$ cat src/rtl/cpu_pkg.sv
// Shared definitions for the 8-bit CPU: instruction field widths, opcodes and
// the fetch/decode controller state encoding.
package cpu_pkg;

    localparam int IW      = 16;  // instruction word, fetched as two ROM bytes
    localparam int AW_DEF  = 13;
    localparam int OPW_DEF = 3;

    typedef enum logic [2:0] {
        OP_HLT = 3'd0,
        OP_SKZ = 3'd1,
        OP_ADD = 3'd2,
        OP_AND = 3'd3,
        OP_XOR = 3'd4,
        OP_LDA = 3'd5,
        OP_STO = 3'd6,
        OP_JMP = 3'd7
    } opcode_e;

    typedef enum logic [2:0] {
        FETCH_HI,
        FETCH_LO,
        DECODE,
        SKIP1,
        SKIP2,
        EXEC,
        HALT
    } state_e;

endpackage

$ cat src/rtl/fetch_watchdog.sv
// ROM fetch watchdog: counts consecutive cycles of an unanswered rom_rd and
// flags expiry once the count reaches TIMEOUT_CYC.
module fetch_watchdog #(
    parameter int TIMEOUT_CYC = 15
) (
    input  logic clock,
    input  logic rst,
    input  logic waiting,
    output logic expired
);

    localparam logic [3:0] LIMIT = 4'(TIMEOUT_CYC);

    logic [3:0] cnt;

    // Saturates at LIMIT so expiry stays asserted until the request goes away.
    always_ff @(posedge clock or negedge rst) begin
        if (!rst) begin
            cnt <= '0;
        end else if (!waiting) begin
            cnt <= '0;
        end else if (!expired) begin
            cnt <= cnt + 4'd1;
        end
    end

    assign expired = (cnt == LIMIT);

endmodule

$ cat src/rtl/instr_fetch_ctrl.sv
// Instruction fetch/decode controller: fetches 16-bit instructions as two ROM
// bytes, runs HLT/SKZ/JMP itself and hands datapath ops off via exec_valid/
// exec_done. Optional ROM-ack timeout is built when FETCH_TIMEOUT_EN is defined.
module instr_fetch_ctrl
    import cpu_pkg::*;
#(
    parameter int AW          = AW_DEF,
    parameter int OPW         = OPW_DEF,
    parameter int TIMEOUT_CYC = 15
) (
    input  logic           clock,
    input  logic           rst,
    input  logic [7:0]     rom_data,
    input  logic           rom_ack,
    output logic           rom_rd,
    output logic           pc_inc,
    output logic           load_pc,
    output logic [AW-1:0]  ir_addr,
    output logic [OPW-1:0] opcode,
    input  logic           zero_flag,
    output logic           exec_valid,
    input  logic           exec_done,
    output logic           halted,
    output logic           fetch_err
);

    if (AW + OPW != IW) begin : g_bad_fields
        $error("AW + OPW must equal the instruction width");
    end
    if (TIMEOUT_CYC < 1 || TIMEOUT_CYC > 15) begin : g_bad_timeout
        $error("TIMEOUT_CYC must fit the 4-bit wait counter");
    end

    state_e        state;
    logic [IW-1:0] ir;
    logic          accept;
    logic          timeout;

    // An ack only counts while a request is actually outstanding.
    assign accept  = rom_rd & rom_ack;
    assign ir_addr = ir[AW-1:0];
    assign opcode  = ir[AW +: OPW];

`ifdef FETCH_TIMEOUT_EN
    fetch_watchdog #(
        .TIMEOUT_CYC (TIMEOUT_CYC)
    ) u_watchdog (
        .clock   (clock),
        .rst     (rst),
        .waiting (rom_rd & ~rom_ack),
        .expired (timeout)
    );
`else
    assign timeout = 1'b0;
`endif

    // NOTE: state and every output register use <= so all of them update
    // together from the values present before the clock edge.
    always_ff @(posedge clock or negedge rst) begin
        if (!rst) begin
            state      <= FETCH_HI;
            ir         <= '0;
            rom_rd     <= 1'b0;
            pc_inc     <= 1'b0;
            load_pc    <= 1'b0;
            exec_valid <= 1'b0;
            halted     <= 1'b0;
            fetch_err  <= 1'b0;
        end else begin
            pc_inc  <= 1'b0;
            load_pc <= 1'b0;
            case (state)
                FETCH_HI, FETCH_LO: begin
                    if (accept) begin
                        pc_inc <= 1'b1;
                        if (state == FETCH_HI) begin
                            ir[IW-1:8] <= rom_data;
                            state      <= FETCH_LO;
                        end else begin
                            ir[7:0] <= rom_data;
                            rom_rd  <= 1'b0;
                            state   <= DECODE;
                        end
                    end else if (timeout) begin
                        rom_rd    <= 1'b0;
                        halted    <= 1'b1;
                        fetch_err <= 1'b1;
                        state     <= HALT;
                    end else begin
                        rom_rd <= 1'b1;
                    end
                end
                DECODE: begin
                    case (opcode_e'(opcode))
                        OP_HLT: begin
                            halted <= 1'b1;
                            state  <= HALT;
                        end
                        OP_JMP: begin
                            load_pc <= 1'b1;
                            rom_rd  <= 1'b1;
                            state   <= FETCH_HI;
                        end
                        OP_SKZ: begin
                            if (zero_flag) begin
                                pc_inc <= 1'b1;
                                state  <= SKIP1;
                            end else begin
                                rom_rd <= 1'b1;
                                state  <= FETCH_HI;
                            end
                        end
                        default: begin
                            exec_valid <= 1'b1;
                            state      <= EXEC;
                        end
                    endcase
                end
                // The two skip cycles each carry one pc_inc, stepping over a
                // whole 2-byte instruction.
                SKIP1: begin
                    pc_inc <= 1'b1;
                    state  <= SKIP2;
                end
                SKIP2: begin
                    rom_rd <= 1'b1;
                    state  <= FETCH_HI;
                end
                EXEC: begin
                    if (exec_done) begin
                        exec_valid <= 1'b0;
                        rom_rd     <= 1'b1;
                        state      <= FETCH_HI;
                    end
                end
                HALT: begin
                end
                default: begin
                    state <= FETCH_HI;
                end
            endcase
        end
    end

endmodule

$ cat config.mk
export PLATFORM = sky130hd
export DESIGN_NAME = instr_fetch_ctrl
export DESIGN_NICKNAME = d
export VERILOG_FILES = /design/src/rtl/cpu_pkg.sv /design/src/rtl/fetch_watchdog.sv /design/src/rtl/instr_fetch_ctrl.sv
export SDC_FILE = /design/constraint.sdc
export NUM_CORES = 1
export LEC_CHECK = 0
export CELL_PAD_IN_SITES_DETAIL_PLACEMENT = 1
export CELL_PAD_IN_SITES_GLOBAL_PLACEMENT = 1
export CORE_UTILIZATION = 33
export CTS_CLUSTER_SIZE = 8
export DETAILED_ROUTE_END_ITERATION = 10
export PLACE_DENSITY_LB_ADDON = 0.12
export SLEW_MARGIN = 0
export SYNTH_ARGS = -nofsm -noshare
export SYNTH_HDL_FRONTEND = slang
export SYNTH_HIERARCHICAL = 1
export SYNTH_SLANG_ARGS = --single-unit
$ cat constraint.sdc
create_clock -name clock -period 1.6 [get_ports clock]
set_clock_uncertainty 0.05 [all_clocks]
set_input_delay 0.48 -clock clock [delete_from_list [all_inputs] [get_ports clock]]
set_output_delay 0.48 -clock clock [all_outputs]
set_load 0.005 [all_outputs]
==> results.json <==
{
  "drt-total-wl_um": 3010,
  "path_clk_slew_ns": 0.14,
  "irDropWorstVdd_mv": 0.701,
  "yosysSeqAreaShare_pct": 50.8,
  "r2r-start": "state[2]",
  "p_per_area_nw_per_um2": 1970,
  "endpoint_kind": "flop",
  "drt-initial-drc-count": 24,
  "io_buffers": 33,
  "num_rows": 21,
  "drv_cap": 0,
  "dp_cells": 178,
  "final_cell_mix": "23 x dfrtp_1, 21 x dlygate4sd2_1, 19 x buf_4",
  "timing.hold.ws_ns": 0.447,
  "syn_avg_cell_area_sq_um": 13.0,
  "worstSetupPathType": "reg2reg",
  "setup_viol": 0,
  "cts_buffer_depth": 2,
  "synth_warnings": 6,
  "top_level_ports": 35,
  "seqCellArea_sq_um": 602,
  "synth_ff_type": "dfrtp_1",
  "pre_cts_slack_ns": -0.539,
  "power_w": 0.00350,
  "route.detailed.drc": 0,
  "clk_latency_ns": 0.32,
  "path_max_fanout": 14,
  "final_common_cell": "dfrtp_1",
  "hold_violations": 0,
  "fin_crit_sh_pct": 97.8,
  "r2r_cells": 4,
  "netlist_top_cells_area": "dfrtp_1 51%, mux2_4 20%, nor4_4 1.8%",
  "rsz0062_at_grt": "true",
  "fp.dieH_um": 61.8,
  "overflow": 0,
  "cts_inserted_buffers": 3,
  "crit_arrival_ns": 1.74,
  "core_area_sq_um": 3390,
  "status": "finished clean",
  "multi_input_comb_area_sq_um": 553,
  "clockRootBuffer": "clkbuf_4",
  "synth_nets": 104,
  "cts_tree": "yes",
  "crit_path_start_kind": "flop",
  "hp-class": "in2async",
  "grt_pass1_wl_um": 4870,
  "initial_core_util_pct": 34.8,
  "reg2reg_slack_ns": 0.04,
  "num_antenna_cells": 0,
  "dp_hpwl_um": 1980,
  "final_antenna_net_count": 0,
  "vias_per_cell": 4.95,
  "finalNonFillerCells": 190,
  "routabilityCongestion": 0.790,
  "ys_seq_elements": 24,
  "synth_top_cell_area_share_pct": 50.8,
  "htreeDepth": 1,
  "cts_sinks": 24,
  "synth_edf_count": 0,
  "die_x_um": 61.8,
  "n_fill_cell": 370,
  "grt_usage_pct": 17.8,
  "grt_start_max_net_pins": 25,
  "syn_inst": 91,
  "finalWorstSetupSlack_ns": 0.0358,
  "grt_antenna_before_repair": 0,
  "dr_total_vias": 940,
  "detail_route.first_pass.iterations": 4,
  "final.setup.tns_ns": 0,
  "die_area_sq_um": 3820,
  "netlist_area_sq_um": 1180,
  "leakage_nw": 0.817,
  "min_period_ns": 1.56,
  "nNetsFinal": 158,
  "grt_pass1_vias": 1009,
  "maxSlewViolCount": 0,
  "wl_per_cell_um": 15.8,
  "required_ns": 1.77,
  "rr_endpoint": "ir[0]",
  "syn2layout_area_growth_pct": 50.2,
  "max_freq_mhz": 639,
  "synth_area_leader_cell": "dfrtp_1",
  "async_flop_share_pct": 100,
  "drive_gt1_share_pct": 36.1,
  "synth_cell_types": 38
}
-- worst max path at each step --
stage,startpoint,cells after the start,slack [ns],to
6_report,state[2],4,0.04,ir[0]
3_5_place_dp,rom_ack,5,-0.54,ir[10]
3_3_place_gp,rom_ack,5,-0.50,ir[14]
2_1_floorplan,state[2],3,0.02,ir[10]
4_1_cts,state[0],3,0.01,ir[10]
5_1_grt,ir[14],4,-0.02,rom_rd
-- layer usage --
layer	global-route usage [%]	vias to the layer above	part of all wire (%)	wire length (um)
met3	3.52	2	3.4	101
met2	29.8	21	51	1530
met5	0	-	0	0
met4	6.35	0	0.63	19
li1	-	441	-	-
met1	23.0	476	45	1360
-- repair_timing --
| item | in CTS | in global routing |
|---|---|---|
| buffers inserted | 9 | 0 |
| endpoints found under the setup margin | 37 | 15 |
| pin swaps | 0 | 1 |
| gates resized for setup | 26 | 4 |
| hold buffers | 0 | 0 |
-- report_power, final --
group	total [W]	leakage (nW)	switching [W]	internal, W
logic	0.00198	0.503	0.000794	0.00119
clock network	0.000452	0.0279	0.000199	0.000253
registers	0.00106	0.286	0.000161	0.000902
-- synth_stat cells, types with 2 or more instances --
library cell / number
dfrtp_1: 24
mux2_4: 16
a21oi_1: 3
nand2_1: 3
nand2b_1: 3
buf_4: 2
clkbuf_1: 2
inv_2: 2
nand3_1: 2
nand4_1: 2
nor3_1: 2
nor3b_1: 2
o21ai_0: 2
o41ai_1: 2
-- critical path, cell delays in order, from the launching register on --
cell     delay [ns]
dfrtp_1        0.41
buf_4          0.20
nor4_4         0.33
buf_12         0.18
mux2_4         0.30
-- stage by stage --
| stage | instance area (sq um) | utilization (%) |
|---|---|---|
| floorplan | 1190 | - |
| global placement | 1670 | 49.1 |
| detailed placement | 1670 | 49.1 |
| CTS | 1770 | 52.3 |
| global route | 1770 | 52.3 |
| finish | 1770 | 52.3 |
-- flip-flops by register name, indices dropped and copies added (netlist names) --
name / cells
exec_valid: 1
halted: 1
ir: 16
load_pc: 1
pc_inc: 1
rom_rd: 1
state: 3
-- area by class of cell --
type / instances / area share [%]
Clock buffer: 3 / 1.27
Clock inverter: 1 / 1.69
Inverter: 3 / 0.635
Multi-Input combinational cell: 58 / 31.2
Sequential cell: 24 / 33.9
Tap cell: 46 / 3.24
Timing Repair Buffer: 55 / 28.1
-- kinds of logic (layout without fill, tap and decap cells) --
family	after synthesis	in the layout	synth area share, %
XOR/XNOR	1	1	0.742
multiplexers	16	16	20.3
flip-flops	24	24	50.8
AO/OA/AOI/OAI	18	18	11.2
other	1	1	0.317
AND/OR/NAND/NOR	22	22	12.3
buffers and inverters	9	62	4.24
Note: power is estimated with default switching activity, not from simulation.
